### src/rtl/imem_loader.sv
// imem_loader: frames a UART byte stream (start, length, data, checksum) and
// writes 32-bit big-endian words into the instruction RAM, holding busy high
// so fetch stays stalled while a load is in progress.
//
// Ports:
//   clk       - clock, rising edge
//   rst_n     - synchronous active-low reset
//   rx_data   - received byte
//   rx_valid  - one-cycle strobe qualifying rx_data
//   we        - instruction RAM write enable (one pulse per word)
//   waddr     - RAM word address, valid while we=1
//   wdata     - instruction word, valid while we=1
//   busy      - load in progress
//   done      - sticky: last frame completed with a good checksum
//   err       - sticky: last frame failed its checksum
module imem_loader #(
  parameter logic [7:0] START_BYTE = 8'h55,
  parameter logic [8:0] ADDR_BASE  = 9'h000,
  parameter logic [8:0] ADDR_STEP  = 9'd1
) (
  input  logic        clk,
  input  logic        rst_n,
  input  logic [7:0]  rx_data,
  input  logic        rx_valid,
  output logic        we,
  output logic [8:0]  waddr,
  output logic [31:0] wdata,
  output logic        busy,
  output logic        done,
  output logic        err
);

  localparam int unsigned ADDR_W = 9;
  localparam int unsigned LEN_W  = 9;
  localparam int unsigned BYTE_W = 8;
  localparam int unsigned WORD_W = 32;
  localparam int unsigned SHR_W  = WORD_W - BYTE_W;

  typedef enum logic [2:0] {
    S_IDLE,
    S_LEN_HI,
    S_LEN_LO,
    S_DATA,
    S_CHK
  } state_t;

  state_t              state_q, state_n;
  logic [LEN_W-1:0]    len_q, len_n;
  logic [LEN_W-1:0]    idx_q, idx_n;
  logic [1:0]          bcnt_q, bcnt_n;
  logic [SHR_W-1:0]    shift_q, shift_n;
  logic [BYTE_W-1:0]   csum_q, csum_n;
  logic                we_n;
  logic [ADDR_W-1:0]   waddr_n;
  logic [WORD_W-1:0]   wdata_n;
  logic                busy_n, done_n, err_n;
  logic [LEN_W-1:0]    idx_inc;
  logic [LEN_W-1:0]    len_lo_val;

  // State and registered outputs
  always_ff @(posedge clk) begin
    if (!rst_n) begin
      state_q <= S_IDLE;
      len_q   <= '0;
      idx_q   <= '0;
      bcnt_q  <= '0;
      shift_q <= '0;
      csum_q  <= '0;
      we      <= 1'b0;
      waddr   <= '0;
      wdata   <= '0;
      busy    <= 1'b0;
      done    <= 1'b0;
      err     <= 1'b0;
    end else begin
      state_q <= state_n;
      len_q   <= len_n;
      idx_q   <= idx_n;
      bcnt_q  <= bcnt_n;
      shift_q <= shift_n;
      csum_q  <= csum_n;
      we      <= we_n;
      waddr   <= waddr_n;
      wdata   <= wdata_n;
      busy    <= busy_n;
      done    <= done_n;
      err     <= err_n;
    end
  end

  assign idx_inc    = idx_q + LEN_W'(1);
  assign len_lo_val = {len_q[8], rx_data};

  // Next-state, frame parsing and word assembly
  always_comb begin
    state_n = state_q;
    len_n   = len_q;
    idx_n   = idx_q;
    bcnt_n  = bcnt_q;
    shift_n = shift_q;
    csum_n  = csum_q;
    we_n    = 1'b0;
    waddr_n = waddr;
    wdata_n = wdata;
    busy_n  = busy;
    done_n  = done;
    err_n   = err;

    if (rx_valid) begin
      unique case (state_q)
        S_IDLE: begin
          if (rx_data == START_BYTE) begin
            done_n  = 1'b0;
            err_n   = 1'b0;
            csum_n  = '0;
            idx_n   = '0;
            bcnt_n  = '0;
            busy_n  = 1'b1;
            state_n = S_LEN_HI;
          end
        end
        S_LEN_HI: begin
          // Only bit 0 carries length; the whole byte still enters the checksum
          len_n   = {rx_data[0], 8'h00};
          csum_n  = csum_q ^ rx_data;
          state_n = S_LEN_LO;
        end
        S_LEN_LO: begin
          len_n   = len_lo_val;
          csum_n  = csum_q ^ rx_data;
          bcnt_n  = '0;
          state_n = (len_lo_val == LEN_W'(0)) ? S_CHK : S_DATA;
        end
        S_DATA: begin
          csum_n = csum_q ^ rx_data;
          if (bcnt_q == 2'd3) begin
            we_n    = 1'b1;
            waddr_n = ADDR_W'(ADDR_BASE + idx_q * ADDR_STEP);
            wdata_n = {shift_q, rx_data};
            idx_n   = idx_inc;
            bcnt_n  = '0;
            if (idx_inc == len_q) state_n = S_CHK;
          end else begin
            shift_n = {shift_q[SHR_W-BYTE_W-1:0], rx_data};
            bcnt_n  = bcnt_q + 2'd1;
          end
        end
        S_CHK: begin
          if (rx_data == csum_q) done_n = 1'b1;
          else                   err_n  = 1'b1;
          busy_n  = 1'b0;
          state_n = S_IDLE;
        end
        default: state_n = S_IDLE;
      endcase
    end
  end

endmodule

### config.mk
export PLATFORM = sky130hd
export DESIGN_NAME = imem_loader
export DESIGN_NICKNAME = d
export VERILOG_FILES = /design/src/rtl/imem_loader.sv
export SDC_FILE = /design/constraint.sdc
export NUM_CORES = 1
export LEC_CHECK = 0
export BUFFER_PORTS_ARGS = -buffer_cell sky130_fd_sc_hd__clkbuf_2
export CORE_AREA = 10 10 95 97
export CTS_BUF_LIST = sky130_fd_sc_hd__clkbuf_16
export DETAILED_ROUTE_END_ITERATION = 10
export DIE_AREA = 0 0 105 107
export PLACE_DENSITY_LB_ADDON = 0.1
export SYNTH_ARGS = -nofsm -noshare
export SYNTH_HDL_FRONTEND = slang
export SYNTH_SLANG_ARGS = --single-unit
### constraint.sdc
create_clock -name clk -period 4.3 [get_ports clk]
set_clock_uncertainty 0.15 [all_clocks]
set_input_delay 0.43 -clock clk [delete_from_list [all_inputs] [get_ports clk]]
set_output_delay 0.43 -clock clk [all_outputs]
set_load 0.005 [all_outputs]
==> flow_metrics.env, run 1 <==
export IMPL_ys_types=48
export IMPL_multi_input_area_um2=1990
export IMPL_power_density_nw_per_um2=383
export IMPL_crit_type="reg -> reg"
export IMPL_overflow=0
export IMPL_wl_um=9950
export IMPL_maxSlewHeadroom_pct=27.5
export IMPL_setup_viol=0
export IMPL_period_share_pct=57.2
export IMPL_async_flop_share_pct=0
export IMPL_yosys_mux_area_fraction_pct=0.481
export IMPL_cts_hold_buf=0
export IMPL_finalCriticalPeriod_ns=2.46
export IMPL_io_buffers=55
export IMPL_clk_pin_slew_ns=0.07
export IMPL_synth_cells=531
export IMPL_antenna_found_initial=0
export IMPL_antenna_cells=0
export IMPL_via_per_inst=5.47
export IMPL_hold_violations=0
export IMPL_area_growth_pct=13.6
export IMPL_track_usage_pct=17.8
export IMPL_root_buffer="clkbuf_16"
export IMPL_swShare_pct=22.6
export IMPL_sequentialPowerShare_pct=51.6
export IMPL_detail_route_antenna_nets=0
export IMPL_fp_dieW_um=105
export IMPL_die_h_um=107
export IMPL_hold_class="in -> reg"
export IMPL_timing_final_max_slew_violations=0
export IMPL_drt_iter0_drc=226
export IMPL_yosysSeqAreaShare_pct=48.1
export IMPL_rsz0062_at_grt="no"
export IMPL_cts_tree="yes"
export IMPL_fin_setup_tns_ns=0
export IMPL_switchingPower_mw=0.410
export IMPL_outcome="completed"
export IMPL_ioPinCount=56
export IMPL_tightest_slew_ns=1.09
export IMPL_initial_core_util_pct=58.3
export IMPL_drive_above_1_share_pct=15.0
export IMPL_dp_hpwl_um=6580
export IMPL_crit_fanout=7
export IMPL_core_rowCount=31
export IMPL_fin_nets=576
export IMPL_endpoint_kind="flip-flop"
export IMPL_crit_path_start_kind="flip-flop"
export IMPL_clock_latency_ns=0.34
export IMPL_pwr_share_comb_pct=3.4
export IMPL_clockBufferDepth=2
export IMPL_grt_start_max_net_pins=66
export IMPL_core_um2=7140
export IMPL_grt_pass1_vias=3416
export IMPL_synth_xor_area_share_pct=3.76
export IMPL_cts_max_level=3
export IMPL_syn_avg_cell_area_um2=7.84
export IMPL_clock_sinks=100
export IMPL_synth_edf_count=0
export IMPL_cts_buffers=9
export IMPL_ys_flop_type="dfxtp_1"
export IMPL_leakagePower_nw=1.71
export IMPL_synth_compound_area_share_pct=17.9
export IMPL_arrival_ns=2.52
export IMPL_post_place_ws_ns=1.84
export IMPL_synth_adder_area_share_pct=0.601
export IMPL_path_cells="ha_1 > xor2_1 > or4_1 > o41a_1 > a211oi_2 > a31oi_1"
export IMPL_synth_area_um2=4160
export IMPL_wl_per_cell_um=14.9
export IMPL_timing_fmax_mhz=407
export IMPL_cts_resized=0
export IMPL_fin_ws_ns=1.84
export IMPL_ir_drop_mv=0.267
export IMPL_synth_seq_cells=100
export IMPL_syn_num_nets=544
export IMPL_crit_slowest_cell="or4_1"
export IMPL_vias=3642
export IMPL_place_gp_congestion=0.848
export IMPL_register_area_um2=2000
export IMPL_synthSimpleGateAreaFrac_pct=24.8
export IMPL_first_pass_iters=5
export IMPL_cts_setup_buffers=0
export IMPL_intPower_mw=1.40
export IMPL_cp_required_ns=4.36
export IMPL_drc_errors=0
export IMPL_p_clk_share_pct=45.0
export IMPL_cap_violations=0
export IMPL_synth_top_family_by_area="simple AND/OR/NAND/NOR gates"
export IMPL_die_area_um2=11200
export IMPL_grt_pass1_wl_um=16900
export IMPL_yosys_warnings=0
export IMPL_critPathMaxStageDelay_ns=0.53
export IMPL_n_fill_cell=669
-- logic make-up (layout without fill, tap and decap cells) --
group	after synthesis	in the layout
and+or+nand+nor	234	234
adders and majority gates	2	2
xor gates and xnor gates	17	17
AOI/OAI and AO/OA	133	133
DFF	100	100
buffers and inverters	43	79
muxes	2	2
-- power by group through the flow --
stage / combinational, mW / sequential, mW / clock [mW]
after floorplan: 0.0441 / 0.953 / 0
after global placement: 0.0605 / 0.956 / 0
after detailed placement: 0.0615 / 0.956 / 0
after CTS: 0.0619 / 0.934 / 0.821
after global routing: 0.0686 / 0.934 / 0.866
final: 0.0621 / 0.934 / 0.816
-- flip-flops by register name, indices dropped and copies added, names as in the netlist --
register and count:
len_q 9, wdata 32, bcnt_q 2, idx_q 9
done 1, busy 1, state_q 3, waddr 9
csum_q 8, err 1, shift_q 24, we 1
-- critical path, delay by kind of cell (launching register included) --
family / cells / cell delay (ns)
and+or+nand+nor: 1 / 0.53
AOI/OAI and AO/OA: 3 / 0.75
xor gates and xnor gates: 1 / 0.15
DFF: 1 / 0.47
adders and majority gates: 1 / 0.30
-- metal layers --
layer / vias to the layer above / routed length (µm) / global-route usage, %
li1: 1857 / - / -
met1: 1681 / 4630 / 23.0
met2: 99 / 4670 / 29.1
met3: 5 / 597 / 4.85
met4: 0 / 53 / 4.31
met5: - / 0 / 0
-- path summary, 6_finish.rpt --
| kind | from | end | slack (ns) | cells after the start |
|---|---|---|---|---|
| worst min register to register | waddr[7] | waddr[7] | 0.30 | 2 |
| worst max-delay path | idx_q[0] | state_q[1] | 1.84 | 6 |
| worst max register to register | idx_q[0] | state_q[1] | 1.84 | 6 |
| worst min-delay path | rst_n | state_q[2] | 0.22 | 2 |
-- Yosys cell counts (all sizes together), types with 2 or more instances --
master	number	share of area, %
o31ai	2	0.36
a22oi	11	2.0
nand3	6	0.84
inv	6	0.54
nor2	39	3.5
a211oi	2	0.48
xnor2	11	2.3
dfxtp	100	48
and2	2	0.30
nor4	2	0.30
or2	2	0.30
o21ai	23	2.9
mux2i	2	0.48
a21o	2	0.36
and3	4	0.63
nor3	6	0.72
or3	2	0.33
nor2b	10	1.5
ha	2	0.60
nand2	139	13
nand4	6	0.90
or4	5	0.99
xor2	6	1.4
buf	8	1.1
a21oi	86	10
nand3b	8	1.4
clkbuf	29	2.6
-- metrics by stage --
stage	total power, mW	instance area, µm²	hold slack (ns)	util, %	cells
2_1_floorplan	0.998	4160	0.282	-	531
3_3_place_gp	1.02	4430	0.293	62.1	651
3_5_place_dp	1.02	4430	0.297	62.1	651
4_1_cts	1.82	4730	0.212	66.3	666
5_1_grt	1.87	4730	0.217	66.3	666
6_report	1.81	4730	0.215	66.3	666
-- cell usage in the layout, fill, tap and decap left out, drive strengths merged, types with 2 or more instances in the layout --
cell,synthesis,routed
nand2,139,139
dfxtp,100,100
a21oi,86,86
clkbuf,29,64
nor2,39,39
o21ai,23,23
xnor2,11,11
a22oi,11,11
nor2b,10,10
inv,6,9
nand3b,8,8
nor3,6,6
nand4,6,6
xor2,6,6
nand3,6,6
or4,5,5
and3,4,4
buf,8,3
and2,2,2
nor4,2,2
mux2i,2,2
o31ai,2,2
or2,2,2
a21o,2,2
ha,2,2
a211oi,2,2
or3,2,2
-- layout make-up --
cell class	count	area share [%]
multi-input cells	388	42.0
inverters	6	0.476
repair buffers	58	6.29
well taps	99	2.62
clock inverters	6	1.51
clock buffers	9	4.76
flip-flops and latches	100	42.3
Power figures use the tool's default switching activity.
==> inputs of run 2 (changes only) <==
- CORE_AREA: 10 10 95 97 -> 10 10 97 99
- DIE_AREA: 0 0 105 107 -> 0 0 107 109
- clock period: 4.3 -> 2.5 ns (I/O delays scaled with it)
==> flow_metrics.env, run 2 (synthesis results as in run 1) <==
export IMPL_place_gp_congestion=0.831
export IMPL_dp_hpwl_um=6770
export IMPL_overflow=0
export IMPL_initial_core_util_pct=55.3
export IMPL_die_area_um2=11700
export IMPL_cts_max_level=3
export IMPL_crit_fanout=2
export IMPL_finalCriticalPeriod_ns=2.35
export IMPL_grt_use_met1_pct=22.1
export IMPL_crit_path_end="state_q[1]"
export IMPL_pwr_share_comb_pct=3.8
export IMPL_worstReg2RegStart="idx_q[0]"
export IMPL_via_per_inst=5.43
export IMPL_worstHoldPathCells=2
export IMPL_timing_final_max_slew_violations=0
export IMPL_io_buffers=55
export IMPL_timing_fmax_mhz=426
export IMPL_endpoint_kind="flip-flop"
export IMPL_clock_sinks=100
export IMPL_swShare_pct=22.9
export IMPL_grt_start_max_net_pins=98
export IMPL_clk_pin_slew_ns=0.07
export IMPL_maxSlewHeadroom_pct=57.2
export IMPL_crit_reg2reg_capture="state_q[1]"
export IMPL_tightest_slew_ns=0.637
export IMPL_cp_required_ns=2.57
export IMPL_cts_tree="yes"
export IMPL_drive_above_1_share_pct=16.2
export IMPL_rsz0062_at_grt="no"
export IMPL_fin_nets=583
export IMPL_antenna_found_initial=0
export IMPL_reg2reg_depth=6
export IMPL_setup_viol=0
export IMPL_period_share_pct=93.8
export IMPL_path_cells="ha_1 > xor2_1 > or4_1 > o41a_1 > a211oi_2 > a31oi_1"
export IMPL_drt_iter0_drc=192
export IMPL_cts_setup_buffers=0
export IMPL_track_usage_pct=17.4
export IMPL_crit_start="idx_q[0]"
export IMPL_switchingPower_mw=0.687
export IMPL_hold_class="in -> reg"
export IMPL_intPower_mw=2.31
export IMPL_clockBufferDepth=2
export IMPL_fp_dieW_um=107
export IMPL_antenna_cells=0
export IMPL_core_um2=7530
export IMPL_final_common_cell="nand2_1"
export IMPL_arrival_ns=2.42
export IMPL_drc_errors=0
export IMPL_ir_drop_mv=0.382
export IMPL_leakagePower_nw=1.74
export IMPL_path_delay_family="compound AO/OA/AOI/OAI gates"
export IMPL_die_h_um=109
export IMPL_r2r_setup_slack_ns=0.15
export IMPL_cts_buffers=9
export IMPL_postLayoutCoreUtil_pct=63.6
export IMPL_area_growth_pct=15.1
export IMPL_grt_pass1_wl_um=16800
export IMPL_ioPinCount=56
export IMPL_power_density_nw_per_um2=626
export IMPL_crit_slowest_cell="or4_1"
export IMPL_grt_busiest_layer="met2"
export IMPL_met2_usage_pct=28.1
export IMPL_detail_route_antenna_nets=0
export IMPL_vias=3670
export IMPL_clock_latency_ns=0.34
export IMPL_crit_path_start_kind="flip-flop"
export IMPL_critPathBufInv=0
export IMPL_root_buffer="clkbuf_16"
export IMPL_crit_type="reg -> reg"
export IMPL_wl_um=9950
export IMPL_critPathMaxStageDelay_ns=0.52
export IMPL_regMostFlops="wdata"
export IMPL_first_pass_iters=4
export IMPL_sequentialPowerShare_pct=53.5
export IMPL_p_clk_share_pct=42.7
export IMPL_fin_setup_tns_ns=0
export IMPL_wl_per_cell_um=14.7
export IMPL_met3_usage_pct=5.19
export IMPL_cap_violations=0
export IMPL_final_cell_mix="139 x nand2_1, 99 x dfxtp_1, 86 x a21oi_1"
export IMPL_core_rowCount=32
export IMPL_biggestRegsByFlops="wdata x32, shift_q x24"
export IMPL_cp_depth=6
export IMPL_grt_pass1_vias=3555
export IMPL_largest_register_ffs=32
export IMPL_outcome="completed"
export IMPL_hold_violations=0
[run 2: cell count changes in the layout (fill, tap and decap cells not counted)]
cell / delta
inv_6: -1
bufinv_16: -1
buf_4: +5
dfxtp_2: +1
clkinvlp_4: +1
dfxtp_1: -1
clkinv_4: +1
buf_12: +2
[run 2: layer usage]
layer / share of wire, % / wire length [µm]
met4: 0.79 / 79
met2: 46 / 4590
met1: 47 / 4650
met5: 0 / 0
met3: 6.3 / 628
[run 2: power groups by stage]
stage | sequential, mW | combinational [mW] | clock (mW)
5_1_grt | 1.60 | 0.127 | 1.36
3_3_place_gp | 1.64 | 0.112 | 0
4_1_cts | 1.60 | 0.115 | 1.30
2_1_floorplan | 1.64 | 0.0759 | 0
3_5_place_dp | 1.64 | 0.115 | 0
6_report | 1.60 | 0.115 | 1.28
[run 2: worst min path at each step]
| stage | start | to | slack [ns] |
|---|---|---|---|
| 2_1_floorplan | rst_n | state_q[2] | 0.23 |
| 3_3_place_gp | wdata[30] | wdata[30] | 0.29 |
| 3_5_place_dp | wdata[15] | wdata[15] | 0.30 |
| 4_1_cts | rst_n | state_q[2] | 0.04 |
| 5_1_grt | rst_n | state_q[2] | 0.03 |
| 6_report | rst_n | state_q[2] | 0.04 |
[run 2: area by class of cell]
cell class	instances	area, µm²
Fill cell	730	2740
Clock inverter	6	48.8
Sequential cell	100	2000
Clock buffer	9	225
Inverter	6	22.5
Multi-Input combinational cell	388	1990
Tap cell	102	128
Timing Repair Buffer	65	375
[run 2: timing repair]
action / 4_1_cts / 5_1_grt
hold buffers: 0 / 0
endpoints found under the setup margin: 0 / 1
resized for setup: 0 / 1
[run 2: stage by stage]
step                std cells  setup WS, ns  hold WS, ns  power [mW]  area, µm²
floorplan                 531         0.189        0.231        1.72       4160
global placement          661         0.183        0.292        1.75       4520
detailed placement        661        0.0925        0.297        1.76       4520
CTS                       676        0.0946       0.0354        3.02       4790
global route              676        0.0511       0.0350        3.09       4790
finish                    676         0.154       0.0391        3.00       4790
==> inputs of run 3 (changes only) <==
- ABC_AREA: default -> 1
- CORE_AREA: 10 10 97 99 -> 10 10 96 98
- DIE_AREA: 0 0 107 109 -> 0 0 106 108
- PLACE_DENSITY: default -> 0.78
- PLACE_DENSITY_LB_ADDON: 0.1 -> default
==> flow_metrics.env, run 3 <==
export IMPL_fin_cells=712
export IMPL_ioPinCount=56
export IMPL_met3_usage_pct=5.35
export IMPL_root_buffer="clkbuf_16"
export IMPL_fin_ws_ns=0.421
export IMPL_setup_viol=0
export IMPL_dpl_cell_count=696
export IMPL_leakagePower_nw=2.13
export IMPL_die_h_um=108
export IMPL_synth_cells=557
export IMPL_clk_pin_slew_ns=0.07
export IMPL_yosys_mux_area_fraction_pct=0
export IMPL_period_share_pct=83.2
export IMPL_detail_route_antenna_nets=0
export IMPL_worstHoldPathCells=3
export IMPL_cts_tree="yes"
export IMPL_synth_seq_cells=100
export IMPL_via_per_inst=5.33
export IMPL_die_area_um2=11400
export IMPL_antenna_found_initial=0
export IMPL_arrival_ns=2.17
export IMPL_drive_above_1_share_pct=14.4
export IMPL_largest_register_ffs=32
export IMPL_regMostFlops="wdata"
export IMPL_r2r_setup_slack_ns=0.42
export IMPL_core_um2=7450
export IMPL_cts_hold_buf=0
export IMPL_yosysSeqAreaShare_pct=49.0
export IMPL_io_buffers=55
export IMPL_final_cell_mix="125 x nor2_1, 100 x dfxtp_1, 77 x nand2_1"
export IMPL_reg2reg_depth=14
export IMPL_hold_violations=0
export IMPL_crit_fanout=7
export IMPL_ys_types=26
export IMPL_crit_type="reg -> reg"
export IMPL_synth_common_cells="125 x nor2_1, 100 x dfxtp_1, 77 x nand2_1"
export IMPL_fin_nets=618
export IMPL_biggestRegsByFlops="wdata x32, shift_q x24"
export IMPL_wl_um=10000
export IMPL_synth_edf_count=0
export IMPL_cts_max_level=3
export IMPL_track_usage_pct=17.7
export IMPL_synth_adder_area_share_pct=0.613
export IMPL_yosysMostFrequentCell="nor2_1"
export IMPL_postLayoutCoreUtil_pct=63.2
export IMPL_met2_usage_pct=29.5
export IMPL_overflow=0
export IMPL_synthSimpleGateAreaFrac_pct=25.5
export IMPL_dp_hpwl_um=7040
export IMPL_place_gp_congestion=0.955
export IMPL_grt_busiest_layer="met2"
export IMPL_timing_final_max_slew_violations=0
export IMPL_yosys_area_top_type="dfxtp_1"
export IMPL_endpoint_kind="flip-flop"
export IMPL_drc_errors=0
export IMPL_fin_setup_tns_ns=0
export IMPL_clock_latency_ns=0.35
export IMPL_cp_required_ns=2.59
export IMPL_timing_fmax_mhz=481
export IMPL_syn_avg_cell_area_um2=7.33
export IMPL_grt_start_max_net_pins=70
export IMPL_worstReg2RegStart="idx_q[0]"
export IMPL_finalCriticalPeriod_ns=2.08
export IMPL_min_to="len_q[3]"
export IMPL_grt_pass1_vias=3563
export IMPL_async_flop_share_pct=0
export IMPL_drt_iter0_drc=267
export IMPL_tightest_slew_ns=0.752
export IMPL_synthTopCellsByArea="dfxtp_1 49%, nor2_1 11%, o21ai_0 8.3%"
export IMPL_initial_core_util_pct=54.8
export IMPL_synth_xor_area_share_pct=1.72
export IMPL_synth_area_um2=4080
export IMPL_cts_setup_buffers=0
export IMPL_final_common_cell="nor2_1"
export IMPL_synth_compound_area_share_pct=16.0
export IMPL_cap_violations=0
export IMPL_clockBufferDepth=2
export IMPL_synth_top_area_share_pct=49.0
export IMPL_ys_flop_type="dfxtp_1"
export IMPL_wl_per_cell_um=14.1
export IMPL_first_pass_iters=5
export IMPL_cts_resized=0
export IMPL_post_place_ws_ns=0.505
export IMPL_min_from="rx_data[3]"
export IMPL_fp_dieW_um=106
export IMPL_syn_num_nets=570
export IMPL_power_density_nw_per_um2=823
export IMPL_crit_path_start_kind="flip-flop"
export IMPL_ir_drop_mv=0.595
export IMPL_antenna_cells=0
export IMPL_clock_sinks=100
export IMPL_vias=3797
export IMPL_outcome="completed"
export IMPL_rsz0062_at_grt="no"
export IMPL_synth_top_family_by_area="simple AND/OR/NAND/NOR gates"
export IMPL_crit_reg2reg_capture="state_q[1]"
export IMPL_maxSlewHeadroom_pct=49.5
export IMPL_n_fill_cell=696
export IMPL_hold_class="in -> reg"
export IMPL_area_growth_pct=15.4
export IMPL_cts_buffers=9
export IMPL_grt_use_met1_pct=20.8
export IMPL_core_rowCount=32
export IMPL_yosys_warnings=0
export IMPL_grt_pass1_wl_um=16600
-- run 3: logic make-up (layout without fill, tap and decap cells) --
group,Yosys count,after routing
compound gates,126,126
xor+xnor,8,8
fa+ha+maj,2,2
buf+inv,72,125
flops,100,100
simple gates,249,249
-- run 3: worst max-delay path, cell delays in order (launching register included) --
cell	delay, ns
dfxtp_1	0.44
ha_1	0.27
nand2_2	0.10
inv_1	0.16
nand3_1	0.12
nand2_1	0.10
nor2_1	0.04
nor2_1	0.09
nand2_1	0.05
nor2_1	0.08
nand2_1	0.07
nand2_2	0.09
nand3_1	0.07
nand2_1	0.07
nor2_1	0.04
-- run 3: metrics by stage --
stage                     power (mW)  cell area (µm²)  hold WS, ns
after global routing            4.08             4710       0.0630
after CTS                       3.89             4710       0.0600
after global placement          2.53             4420        0.308
final                           3.87             4710       0.0650
after floorplan                 2.36             4080        0.264
after detailed placement        2.55             4420        0.313
-- run 3: how the worst max path moves through the flow --
stage / to / depth (start not counted) / startpoint / slack (ns)
2_1_floorplan: state_q[1] / 14 / idx_q[0] / 0.75
3_3_place_gp: state_q[2] / 14 / idx_q[0] / 0.59
3_5_place_dp: state_q[1] / 14 / idx_q[0] / 0.50
4_1_cts: state_q[1] / 14 / idx_q[0] / 0.43
5_1_grt: state_q[1] / 14 / idx_q[0] / 0.26
6_report: state_q[1] / 14 / idx_q[0] / 0.42
-- run 3: final cells by class --
cell class              count  area [µm²]  area share (%)
clock inverters             7        67.6            1.44
multi-input cells         385        1790            38.0
inverters                  49         184            3.91
clock buffers               9         225            4.78
well taps                 102         128            2.71
flip-flops and latches    100        2000            42.5
repair buffers             60         313            6.64
-- run 3: power by group --
| group | switching (mW) | internal, mW |
|---|---|---|
| sequential | 0.0810 | 1.70 |
| clock | 0.649 | 0.701 |
| combinational | 0.501 | 0.239 |
| total | 1.23 | 2.64 |
-- run 3: per-layer routing --
layer | wire length (µm) | vias up | share of wire, %
met2 | 4860 | 117 | 48
li1 | - | 1906 | -
met4 | 216 | 0 | 2.2
met1 | 4220 | 1756 | 42
met5 | 0 | - | 0
met3 | 727 | 18 | 7.3
